<file path="src/rtl/ins_dec_core.sv">
// Registered RV32I instruction-field decoder: one-cycle latency, fields outside the format are zeroed.
// Optional INS_DEC_ILLEGAL_EN adds a registered 'illegal' flag for unknown opcodes or bad [1:0].
module ins_dec_core (
    input  logic [31:0] pass_bits,
    input  logic        clk,
    output logic [6:0]  opcode,
    output logic [4:0]  rd,
    output logic [2:0]  func3,
    output logic [4:0]  rs1,
    output logic [4:0]  rs2,
    output logic [6:0]  func7,
    output logic [19:0] imm12,
    output logic [11:0] imm20,
    input  logic        rst_n
`ifdef INS_DEC_ILLEGAL_EN
    ,
    output logic        illegal
`endif
);

    typedef enum logic [2:0] {
        FMT_R,
        FMT_I,
        FMT_S,
        FMT_B,
        FMT_U,
        FMT_J,
        FMT_X
    } fmt_e;

    fmt_e        w_fmt;
    logic [4:0]  w_rd;
    logic [2:0]  w_func3;
    logic [4:0]  w_rs1;
    logic [4:0]  w_rs2;
    logic [6:0]  w_func7;
    logic [19:0] w_imm12;
    logic [11:0] w_imm20;

    logic [6:0]  r_opcode;
    logic [4:0]  r_rd;
    logic [2:0]  r_func3;
    logic [4:0]  r_rs1;
    logic [4:0]  r_rs2;
    logic [6:0]  r_func7;
    logic [19:0] r_imm12;
    logic [11:0] r_imm20;

    always_comb begin
        w_fmt = FMT_X;
        case (pass_bits[6:0])
            7'b0110011:                          w_fmt = FMT_R;
            7'b0010011, 7'b0000011, 7'b1100111,
            7'b0001111, 7'b1110011:              w_fmt = FMT_I;
            7'b0100011:                          w_fmt = FMT_S;
            7'b1100011:                          w_fmt = FMT_B;
            7'b0110111, 7'b0010111:              w_fmt = FMT_U;
            7'b1101111:                          w_fmt = FMT_J;
            default:                             w_fmt = FMT_X;
        endcase
    end

    always_comb begin
        w_rd    = '0;
        w_func3 = '0;
        w_rs1   = '0;
        w_rs2   = '0;
        w_func7 = '0;
        w_imm12 = '0;
        w_imm20 = '0;
        case (w_fmt)
            FMT_R: begin
                w_rd    = pass_bits[11:7];
                w_func3 = pass_bits[14:12];
                w_rs1   = pass_bits[19:15];
                w_rs2   = pass_bits[24:20];
                w_func7 = pass_bits[31:25];
            end
            // Shift-immediates keep their funct7-like bits inside imm20, not func7.
            FMT_I: begin
                w_rd    = pass_bits[11:7];
                w_func3 = pass_bits[14:12];
                w_rs1   = pass_bits[19:15];
                w_imm20 = pass_bits[31:20];
            end
            FMT_S: begin
                w_func3 = pass_bits[14:12];
                w_rs1   = pass_bits[19:15];
                w_rs2   = pass_bits[24:20];
                w_imm20 = {pass_bits[31:25], pass_bits[11:7]};
            end
            FMT_B: begin
                w_func3 = pass_bits[14:12];
                w_rs1   = pass_bits[19:15];
                w_rs2   = pass_bits[24:20];
                w_imm20 = {pass_bits[31], pass_bits[7], pass_bits[30:25], pass_bits[11:8]};
            end
            FMT_U: begin
                w_rd    = pass_bits[11:7];
                w_imm12 = pass_bits[31:12];
            end
            FMT_J: begin
                w_rd    = pass_bits[11:7];
                w_imm12 = {pass_bits[31], pass_bits[19:12], pass_bits[20], pass_bits[30:21]};
            end
            default: ;
        endcase
    end

    always_ff @(posedge clk or negedge rst_n) begin
        if (!rst_n) begin
            r_opcode <= '0;
            r_rd     <= '0;
            r_func3  <= '0;
            r_rs1    <= '0;
            r_rs2    <= '0;
            r_func7  <= '0;
            r_imm12  <= '0;
            r_imm20  <= '0;
        end else begin
            r_opcode <= pass_bits[6:0];
            r_rd     <= w_rd;
            r_func3  <= w_func3;
            r_rs1    <= w_rs1;
            r_rs2    <= w_rs2;
            r_func7  <= w_func7;
            r_imm12  <= w_imm12;
            r_imm20  <= w_imm20;
        end
    end

    assign opcode = r_opcode;
    assign rd     = r_rd;
    assign func3  = r_func3;
    assign rs1    = r_rs1;
    assign rs2    = r_rs2;
    assign func7  = r_func7;
    assign imm12  = r_imm12;
    assign imm20  = r_imm20;

`ifdef INS_DEC_ILLEGAL_EN
    logic w_illegal;
    logic r_illegal;

    assign w_illegal = (w_fmt == FMT_X) || (pass_bits[1:0] != 2'b11);

    always_ff @(posedge clk or negedge rst_n) begin
        if (!rst_n) begin
            r_illegal <= 1'b0;
        end else begin
            r_illegal <= w_illegal;
        end
    end

    assign illegal = r_illegal;
`endif

endmodule

</file>
<file path="config.mk">
export PLATFORM = sky130hd
export DESIGN_NAME = ins_dec_core
export DESIGN_NICKNAME = d
export VERILOG_FILES = /design/src/rtl/ins_dec_core.sv
export SDC_FILE = /design/constraint.sdc
export NUM_CORES = 1
export LEC_CHECK = 0
export ABC_CLOCK_PERIOD_IN_PS = 800
export BUFFER_PORTS_ARGS = -buffer_cell sky130_fd_sc_hd__clkbuf_2
export CAP_MARGIN = 30
export CORE_ASPECT_RATIO = 0.9
export CORE_MARGIN = 2
export CORE_UTILIZATION = 49
export CTS_BUF_LIST = sky130_fd_sc_hd__clkbuf_16
export CTS_CLUSTER_SIZE = 28
export DETAILED_ROUTE_END_ITERATION = 10
export GPL_TIMING_DRIVEN = 1
export PLACE_DENSITY = 0.9
export SYNTH_ARGS = -nofsm -noshare
export SYNTH_HDL_FRONTEND = slang
export SYNTH_SLANG_ARGS = --single-unit
</file>
<file path="constraint.sdc">
create_clock -name clk -period 0.8 [get_ports clk]
set_input_delay 0.16 -clock clk [delete_from_list [all_inputs] [get_ports clk]]
set_output_delay 0.16 -clock clk [all_outputs]
set_load 0.05 [all_outputs]
</file>
==> metrics.cfg, run 1 <==
[yosys]
synth_edf_count=0
yosys.area_share.xor_xnor_pct=0
synth_top_family_by_area=compound AO/OA/AOI/OAI gates
yosys.cell_types.count=43
async_flop_share_pct=100
synth_ff_type=dfrtp_1
syn_inst=256
syn_avg_cell_area_um2=10.7
ys_ff_latch=64
syn_area_um2=2740
syn_nets=290
synthAdderAreaFrac_pct=0
yosys.area_share.simple_pct=17.8
synth.yosys.warnings=0
synth_mux_area_share_pct=1.46
synth_compound_area_share_pct=18.0
seq_area_frac_synth_pct=58.5

[run_status]
status=did not finish
error_line=[ERROR DPL-0038] Utilization greater than 100%, impossible to legalize
stop_stage=5_1_grt

[placement]
dp_hpwl_mm=5.68
port_buffers=97
place_congestion=0.898

[die]
rows=25
initial_utilization_pct=51.5
pin_count=98
fp.dieW_um=82.8
die_h_um=74.9

[clocking]
h-tree-depth=3
cts-root-buf=clkbuf_16
cts_buffers=9
clockBufferDepth=2
cts_sinks=64

[grt]
grt_max_degree=65

[sta]
postGrtWorstEndpoint=imm20[4]$_DFF_PN0_/D
worstEpCategory=sequential cell input

==> repair_timing <==
item                                    4_1_cts
buffers inserted                             10
hold buffers                                  2
endpoints found under the setup margin      115
hold endpoints to repair                     65
cloned                                        6
gates resized for setup                     209
pin swaps                                    28
==> logic make-up after synthesis <==
| kind of cell | after synthesis |
|---|---|
| buf+inv | 23 |
| mux | 4 |
| compound gates | 68 |
| simple gates | 97 |
| flops | 64 |
==> cells in the mapped netlist, drive strengths merged (2+ instances only) <==
master | count | area share [%]
dfrtp | 64 | 59
nand2 | 40 | 5.5
a21oi | 27 | 5.6
nor2 | 19 | 2.7
and3 | 13 | 3.0
o21bai | 10 | 2.7
and2 | 9 | 2.1
buf | 9 | 2.3
inv | 9 | 1.2
o21ai | 7 | 1.4
o211ai | 6 | 1.6
a221o | 5 | 1.8
clkbuf | 5 | 0.69
mux2i | 4 | 1.5
nand2b | 4 | 0.91
o22ai | 4 | 0.91
nor3b | 2 | 0.91
==> per-stage QoR <==
stage                     util [%]  worst slack, ns  setup TNS, ns  area [um2]  cells
after detailed placement      70.0           -0.715         -32.30        3720    454
after floorplan                  -           -0.456         -16.94        2870    256
after global placement        70.0           -0.693         -30.89        3720    454
after CTS                     95.2           -0.285         -22.86        5060    486
==> inputs of run 2 (changes only) <==
==> config.mk (replaced) <==
export PLATFORM = sky130hd
export DESIGN_NAME = ins_dec_core
export DESIGN_NICKNAME = d
export VERILOG_FILES = /design/src/rtl/ins_dec_core.sv
export SDC_FILE = /design/constraint.sdc
export NUM_CORES = 1
export LEC_CHECK = 0
export ABC_CLOCK_PERIOD_IN_PS = 800
export BUFFER_PORTS_ARGS = -buffer_cell sky130_fd_sc_hd__clkbuf_2
export CAP_MARGIN = 30
export CORE_MARGIN = 2
export CORE_UTILIZATION = 36
export DETAILED_ROUTE_END_ITERATION = 10
export GPL_TIMING_DRIVEN = 1
export PLACE_DENSITY_LB_ADDON = 0.15
export SYNTH_ARGS = -nofsm -noshare
export SYNTH_HDL_FRONTEND = slang
export SYNTH_SLANG_ARGS = --single-unit
==> metrics.cfg, run 2 <==
[critical_path]
slowest_stage=or3_4
max_stage_delay_ns=0.48
cp-startpoint=pass_bits[6]
cp-end-kind=flop
cp_data_arrival_time_ns=1.36
critPathKind=in -> reg
worstPathRequired_ns=1.07
crit_path_start_kind=input pin
crit_chain=clkbuf_16 -> nor3b_4 -> buf_4 -> a31oi_4 -> or3_4 -> a21oi_2
critPathMaxFanout=6

[die]
die_h_um=91.2  ; +22%
pin_count=98  ; unchanged
core_area_um2=7290
fp.dieW_um=91.2  ; +10%
rows=31  ; +24%
initial_utilization_pct=37.5  ; -14 points
die_area_um2=8310

[grt]
grt_most_used_layer=met2
grt_max_degree=65
use_met1_pct=28.6
met2_usage_pct=38.8
use_met3_pct=5.81
grt_first_pass_wirelength_mm=15.0
overflow=0
grtUsageTotal_pct=23.2
grt_pass1_vias=2866
antenna_found_initial=0

[placement]
place_worst_setup_slack_ns=-0.743  ; -0.0279 ns
place_area_um2=3800  ; +1.9%
port_buffers=97  ; unchanged
dp_cells=492  ; +8.4%
place_congestion=0.862  ; -4.1%
dp_hpwl_mm=5.59  ; -1.6%

[clocking]
cts_buffers=9  ; unchanged
path_clk_slew_ns=0.07
cts_tree=built
cts_sinks=64  ; unchanged
clockBufferDepth=2  ; unchanged
cts-root-buf=clkbuf_8
h-tree-depth=3  ; unchanged

[power]
power_density_nw_per_um2=1440
leakage_nw=2.54
vdd_drop_max_mv=1.06
power_mw=7.68

[sta]
setup_violations=104
max_freq_mhz=923
grt_setup_unrepaired=true
hold-worst-slack_ns=0.0205
fin_tns_setup_ns=-23.43
finalMaxSlewViolations=0
slew_headroom_pct=76.5
finalCriticalPeriod_ns=1.08
tightest_slew_ns=0.353
worst_slack_ns=-0.284
finalCritPeriodShare_pct=135
hold_violations=0

[yosys]
seq_area_frac_synth_pct=58.5  ; unchanged
async_flop_share_pct=100  ; unchanged
synth_edf_count=0  ; unchanged
syn_avg_cell_area_um2=10.7  ; unchanged
synth_ff_type=dfrtp_1
ys_ff_latch=64  ; unchanged
yosysMostFrequentCell=dfrtp_1
synth.largest_area_cell=dfrtp_1
ys_top_cells_by_count=dfrtp_1 (64), nand2_1 (40), a21oi_1 (22)
synthTopCellsByArea=dfrtp_1 (59%), nand2_1 (5.5%), a21oi_1 (4.0%), and3_1 (3.0%), o21bai_1 (2.7%)
syn_inst=256  ; unchanged
syn_area_um2=2740  ; unchanged
syn_nets=290  ; unchanged
yosys.cell_types.count=43  ; unchanged
synth.yosys.warnings=0  ; unchanged
netlist.area_leader.share_pct=58.5  ; unchanged

[routing]
routed-via-count=2682
drc_errors=0
drt-total-wl_mm=9.45
ant_nets=0
wl_per_cell_um=17.9
via_per_inst=5.08
dr.pass1.iters=4
initialDrtViolationCount=147

[final_layout]
final_cell_mix=buf_8 (69), dfrtp_1 (64), buf_4 (48)
area_growth_pct=94.8
drive_gt1_share_pct=63.2
layout_commonest_cell=buf_8
final_area_um2=5330
final_core_util_pct=73.1
diodes=0
largest_reg_flops=20
final_net_count=459
fin_cells=528

[run_status]
violations=negative setup slack
status=finished, violations left

[job]
cap_violations=0

[min_path]
holdCritStartpoint=pass_bits[2]
hold_path_class=in -> reg

run 2: cell counts after synthesis:
Identical to the previous run, type by type.
run 2: worst max-delay path, delay by kind of cell:
family          cells  cell delay [ns]
simple gates        2             0.71
buf+inv             2             0.29
compound gates      2             0.19
run 2: kinds of logic (layout without fill, tap and decap cells):
kind of cell / after synthesis / in the layout / share of synthesized area [%]
muxes: 4 / 4 / 1.46
and+or+nand+nor: 97 / 100 / 17.8
AOI/OAI and AO/OA: 68 / 68 / 18.0
buffers and inverters: 23 / 193 / 4.21
DFF: 64 / 64 / 58.5
run 2: final cells by class:
cell class                      count  area (um2)
Multi-Input combinational cell    172        1490
Fill cell                         510        1960
Tap cell                           99         124
Timing Repair Buffer              169        1870
Inverter                            9        37.5
Clock buffer                       13         169
Clock inverter                      2        37.5
Sequential cell                    64        1600
run 2: power breakdown:
part	total (mW)	switching (mW)	internal (mW)
Sequential	3.32	0.0346	3.28
Combinational	1.41	0.777	0.634
Clock	2.95	1.27	1.68
Total	7.68	2.08	5.60
run 2: timing repair:
action                     CTS  global route
gates cloned                 6             1
gates resized for setup    209           111
pin swaps                   22            35
setup endpoints to repair  116           121
hold buffers                 4             0
hold endpoints to repair    67             0
buffers inserted             9             6
run 2: worst paths after layout:
check | end | slack (ns) | cells past startpoint
max | imm12[18] | -0.28 | 6
min | opcode[2] | 0.02 | 1
max in group asynchronous | imm20[0] | 0.17 | 3
min in group asynchronous | func7[2] | 0.36 | 3
run 2: routing by layer:
| layer | vias to the layer above | part of all wire, % |
|---|---|---|
| met5 | - | 0 |
| met4 | 0 | 2.5 |
| met2 | 98 | 51 |
| li1 | 1226 | - |
| met1 | 1337 | 41 |
| met3 | 21 | 5.4 |
Note: power is estimated with default switching activity, not from simulation.
==> inputs of run 3 (changes only) <==
--- a/config.mk
+++ b/config.mk
@@ -5,7 +5,8 @@
 export SDC_FILE = /design/constraint.sdc
 export NUM_CORES = 1
 export LEC_CHECK = 0
-export ABC_CLOCK_PERIOD_IN_PS = 800
+export ABC_AREA = 0
+export ABC_CLOCK_PERIOD_IN_PS = 1000
 export BUFFER_PORTS_ARGS = -buffer_cell sky130_fd_sc_hd__clkbuf_2
 export CAP_MARGIN = 30
 export CORE_MARGIN = 2
==> constraint.sdc (replaced) <==
create_clock -name clk -period 1 [get_ports clk]
set_input_delay 0.2 -clock clk [delete_from_list [all_inputs] [get_ports clk]]
set_output_delay 0.2 -clock clk [all_outputs]
set_load 0.05 [all_outputs]
==> metrics.cfg, run 3 (same netlist as run 2, synthesis figures left out) <==
[routing]
drc_errors=0  ; unchanged
wl_per_cell_um=16.6  ; -7.0%
ant_nets=0  ; unchanged
dr.pass1.iters=4  ; unchanged
routed-via-count=2567  ; -4.3%
drt-total-wl_mm=8.59  ; -9.1%
initialDrtViolationCount=93  ; -37%
via_per_inst=4.97  ; -2.1%

[die]
rows=31  ; unchanged
core_area_um2=7290  ; unchanged
die_area_um2=8310  ; unchanged
die_h_um=91.2  ; unchanged
fp.dieW_um=91.2  ; unchanged
initial_utilization_pct=37.5  ; unchanged
pin_count=98  ; unchanged

[critical_path]
critPathMaxFanout=1  ; -5
crit_chain=buf_8
crit_family=flip-flops
cp_data_arrival_time_ns=0.92  ; -0.44 ns
slowest_stage=dfrtp_1
cp_num_buf_inv=1  ; -1
worstPathRequired_ns=0.80  ; -0.27 ns
cp-end-kind=primary output
critPathKind=reg -> out
max_stage_delay_ns=0.42  ; -0.06 ns
crit_path_start_kind=flop

[sta]
hold_violations=0  ; unchanged
tightest_slew_ns=0.349  ; -0.00324 ns
worst_slack_ns=-0.123  ; +0.161 ns
grt_setup_unrepaired=true
finalMaxSlewViolations=0  ; unchanged
finalCriticalPeriod_ns=1.12
hold-worst-slack_ns=0.0406  ; +0.0201 ns
finalCritPeriodShare_pct=112
slew_headroom_pct=76.7  ; +0.22 points
max_freq_mhz=891
setup_violations=93  ; -11%
fin_tns_setup_ns=-6.78  ; +16.65 ns

[placement]
dp_hpwl_mm=5.48  ; -2.1%
port_buffers=97  ; unchanged
place_congestion=0.840  ; -2.6%

[final_layout]
final_net_count=446  ; -2.8%
fillers=566  ; +11%
drive_gt1_share_pct=56.6  ; -6.6 points
largest_reg_flops=20  ; unchanged
final_cell_mix=buf_8 (66), dfrtp_1 (64), buf_4 (49)
register_area_um2=1600  ; unchanged
diodes=0  ; unchanged
layout_commonest_cell=buf_8
area_growth_pct=80.9
multi_input_area_um2=1300  ; -13%

[job]
cap_violations=0  ; unchanged

[min_path]
hold_path_class=in -> reg

[clocking]
path_clk_slew_ns=0.07  ; about the same
cts_tree=built
h-tree-depth=3  ; unchanged
clockBufferDepth=2  ; unchanged
cts-root-buf=clkbuf_8
cts_sinks=64  ; unchanged
cts_buffers=9  ; unchanged

[grt]
grt_pass1_vias=2615  ; -8.8%
grtUsageTotal_pct=21.2  ; -2.0 points
overflow=0  ; unchanged
grt_first_pass_wirelength_mm=13.6  ; -9.4%
antenna_found_initial=0  ; unchanged
grt_max_degree=65  ; unchanged

[power]
power_mw=6.05  ; -21%
power_density_nw_per_um2=1220  ; -15%
leakage_nw=2.34  ; -7.7%
vdd_drop_max_mv=0.627  ; -41%

[run_status]
status=finished, violations left
violations=negative setup slack

-- run 3: cell types whose count changed in the layout (fill, tap and decap cells not counted), moves of 4 or more --
cell | before | now
nand2_2 | 9 | 2
buf_6 | 12 | 4
nor2_2 | 3 | 7
nor2_4 | 12 | 5
nand2_1 | 21 | 38
clkbuf_8 | 15 | 10
nand2_4 | 10 | 0
-- run 3: repair_timing --
action | 4_1_cts | 5_1_grt
hold buffers | 1 | 0
hold endpoints to repair | 64 | 0
gates cloned | 2 | 1
pin swaps | 5 | 7
buffers inserted | 2 | 0
setup endpoints to repair | 106 | 109
gates resized for setup | 160 | 93
-- run 3: per-stage QoR --
stage	utilization, %	std cells	setup WS (ns)	area [um2]
6_report	67.9	516	-0.123	4950
5_1_grt	67.9	516	-0.158	4950
4_1_cts	65.2	515	-0.135	4750
3_5_place_dp	52.3	495	-0.500	3820
3_3_place_gp	52.3	495	-0.477	3820
2_1_floorplan	-	256	-0.296	2840
-- run 3: routing by layer --
| layer | up-vias | part of all wire [%] | GRT usage, % |
|---|---|---|---|
| li1 | 1205 | - | - |
| met4 | 0 | 2.1 | 7.45 |
| met5 | - | 0 | 0 |
| met2 | 90 | 51 | 35.7 |
| met1 | 1253 | 40 | 26.2 |
| met3 | 19 | 6.3 | 5.64 |
-- run 3: path summary, 6_finish.rpt --
| kind | end | start | cells after the start | slack (ns) |
|---|---|---|---|---|
| hold / removal | opcode[3] | pass_bits[3] | 1 | 0.04 |
| max in group asynchronous | rd[2] | rst_n | 3 | 0.32 |
| min in group asynchronous | imm12[8] | rst_n | 3 | 0.41 |
| setup / recovery | imm12[9] | imm12[9] | 1 | -0.12 |
-- run 3: area by class of cell --
class / instances / share of cell area (%)
Tap cell: 99 / 2.50
Sequential cell: 64 / 32.4
Clock buffer: 10 / 2.58
Multi-Input combinational cell: 172 / 26.2
Timing Repair Buffer: 156 / 33.9
Inverter: 9 / 0.758
Clock inverter: 6 / 1.69
-- run 3: report_power, final --
part / internal (mW) / switching [mW]
clock: 1.40 / 1.01
combinational: 0.437 / 0.554
sequential: 2.63 / 0.0265
total: 4.46 / 1.59
==> inputs of run 4 (changes only) <==
--- a/config.mk
+++ b/config.mk
@@ -6,7 +6,7 @@
 export NUM_CORES = 1
 export LEC_CHECK = 0
 export ABC_AREA = 0
-export ABC_CLOCK_PERIOD_IN_PS = 1000
+export ABC_CLOCK_PERIOD_IN_PS = 1200
 export BUFFER_PORTS_ARGS = -buffer_cell sky130_fd_sc_hd__clkbuf_2
 export CAP_MARGIN = 30
 export CORE_MARGIN = 2
==> constraint.sdc (replaced) <==
create_clock -name clk -period 1.2 [get_ports clk]
set_input_delay 0.24 -clock clk [delete_from_list [all_inputs] [get_ports clk]]
set_output_delay 0.24 -clock clk [all_outputs]
set_load 0.05 [all_outputs]
==> metrics.cfg, run 4 (same netlist as run 2, synthesis figures left out) <==
[final_layout]
largest_reg_flops=20  ; unchanged
fillers=715  ; +26%
final_net_count=441  ; -1.1%
drive_gt1_share_pct=48.5  ; -8.1 points
final_area_um2=4030  ; -19%
final_cell_mix=dfrtp_1 (64), buf_4 (63), nand2_1 (40)
area_growth_pct=47.3
layout_commonest_cell=dfrtp_1
diodes=0  ; unchanged

[die]
pin_count=98  ; unchanged
core_area_um2=7290  ; unchanged
die_h_um=91.2  ; unchanged
rows=31  ; unchanged
die_area_um2=8310  ; unchanged
initial_utilization_pct=37.5  ; unchanged
fp.dieW_um=91.2  ; unchanged

[run_status]
status=complete, no violations

[min_path]
hold_path_class=in -> reg
holdPathStages=1  ; unchanged

[sta]
finalCritPeriodShare_pct=97.4
slew_headroom_pct=67.2  ; -9.5 points
finalMaxSlewViolations=0  ; unchanged
hold_violations=0  ; unchanged
finalCriticalPeriod_ns=1.17
tightest_slew_ns=0.492  ; +0.143 ns
setup_violations=0  ; -100%
worst_slack_ns=0.0306  ; +0.153 ns
max_freq_mhz=855

[critical_path]
crit_family=flip-flops
crit_path_start_kind=flop
critPathMaxFanout=1  ; unchanged
worstPathRequired_ns=0.96  ; +0.16 ns
cp_num_buf_inv=1  ; unchanged
cp_data_arrival_time_ns=0.93  ; about the same
crit_chain=clkbuf_2
path_depth=1  ; unchanged
slowest_stage=dfrtp_1
critPathKind=reg -> out
cp-end-kind=primary output
max_stage_delay_ns=0.33  ; -0.09 ns

[placement]
place_congestion=0.859  ; +2.3%
place_area_um2=3780  ; -0.98%
port_buffers=97  ; unchanged
dp_hpwl_mm=5.52  ; +0.75%
place_worst_setup_slack_ns=-0.362  ; +0.138 ns

[clocking]
cts_tree=built
cts_buffers=9  ; unchanged
path_clk_slew_ns=0.07  ; about the same
cts_sinks=64  ; unchanged
clockBufferDepth=2  ; unchanged
post_cts_buffers=0  ; -2
cts-root-buf=clkbuf_8
h-tree-depth=3  ; unchanged

[grt]
grt_first_pass_wirelength_mm=12.1  ; -11%
grtUsageTotal_pct=18.8  ; -2.4 points
grt_pass1_vias=2469  ; -5.6%
grt_max_degree=65  ; unchanged
antenna_found_initial=0  ; unchanged
overflow=0  ; unchanged

[power]
clkPwrFrac_pct=36.1  ; -3.6 points
pwr-share-comb_pct=14.8  ; -1.6 points
p_seq_share_pct=49.1  ; +5.2 points
power_density_nw_per_um2=1110  ; -9.2%
p_sw_share_pct=27.6  ; +1.4 points
p_int_mw=3.23  ; -27%
vdd_drop_max_mv=0.489  ; -22%
p_switching_mw=1.24  ; -22%
leakage_nw=2.13  ; -9.2%
power_mw=4.47  ; -26%

[routing]
via_per_inst=4.75  ; -4.5%
wl_per_cell_um=14.5  ; -13%
dr.pass1.iters=4  ; unchanged
drt-total-wl_mm=7.38  ; -14%
routed-via-count=2428  ; -5.4%
initialDrtViolationCount=82  ; -12%
drc_errors=0  ; unchanged
ant_nets=0  ; unchanged

[job]
cap_violations=0  ; unchanged

-- run 4: cell count changes in the layout (fill, tap and decap cells not counted), sizes merged --
cell,change
or3,-3
bufinv,-2
clkinvlp,+1
clkbuf,+26
buf,-28
inv,+1
-- run 4: per-stage QoR --
stage	hold WS [ns]	TNS, ns	std cells	util (%)
floorplan	-0.0556	-2.83	256	-
global placement	0.279	-13.08	494	51.8
detailed placement	0.282	-13.93	494	51.8
CTS	0.0895	0	511	54.8
global route	0.110	-0.00507	511	55.3
finish	0.115	0	511	55.3
-- run 4: final cells by class --
| type | count | area (um2) | area share [%] |
|---|---|---|---|
| clock buffer | 10 | 138 | 3.41 |
| clock inverter | 6 | 35.0 | 0.869 |
| inverter | 9 | 33.8 | 0.838 |
| multi-input combinational | 169 | 1090 | 27.1 |
| sequential | 64 | 1600 | 39.7 |
| tap | 99 | 124 | 3.07 |
| timing repair buffer | 154 | 1010 | 25.0 |
-- run 4: layer usage --
metal | global-route usage (%) | vias to the layer above | wire [um]
li1 | - | 1188 | -
met1 | 25.3 | 1153 | 3340
met2 | 29.3 | 78 | 3510
met3 | 5.23 | 9 | 442
met4 | 6.31 | 0 | 95
met5 | 0 | - | 0
-- run 4: path summary, 6_finish.rpt --
check / startpoint / end
worst max-delay path: imm20[11] / imm20[11]
worst min-delay path: pass_bits[2] / opcode[2]
max in group asynchronous: rst_n / rd[0]
min in group asynchronous: rst_n / rs1[4]
-- run 4: what timing repair did --
action                     in CTS  in global routing
setup endpoints to repair      14                 75
hold endpoints to repair       64                  0
hold buffers                    1                  0
gates resized for setup        14                 67
-- run 4: power groups by stage --
stage          Clock, mW  Combinational (mW)  Sequential [mW]
4_1_cts             1.66               0.662             2.20
6_report            1.61               0.661             2.20
2_1_floorplan          0               0.203             2.35
3_3_place_gp           0               0.655             2.24
5_1_grt             1.78               0.720             2.20
3_5_place_dp           0               0.656             2.24
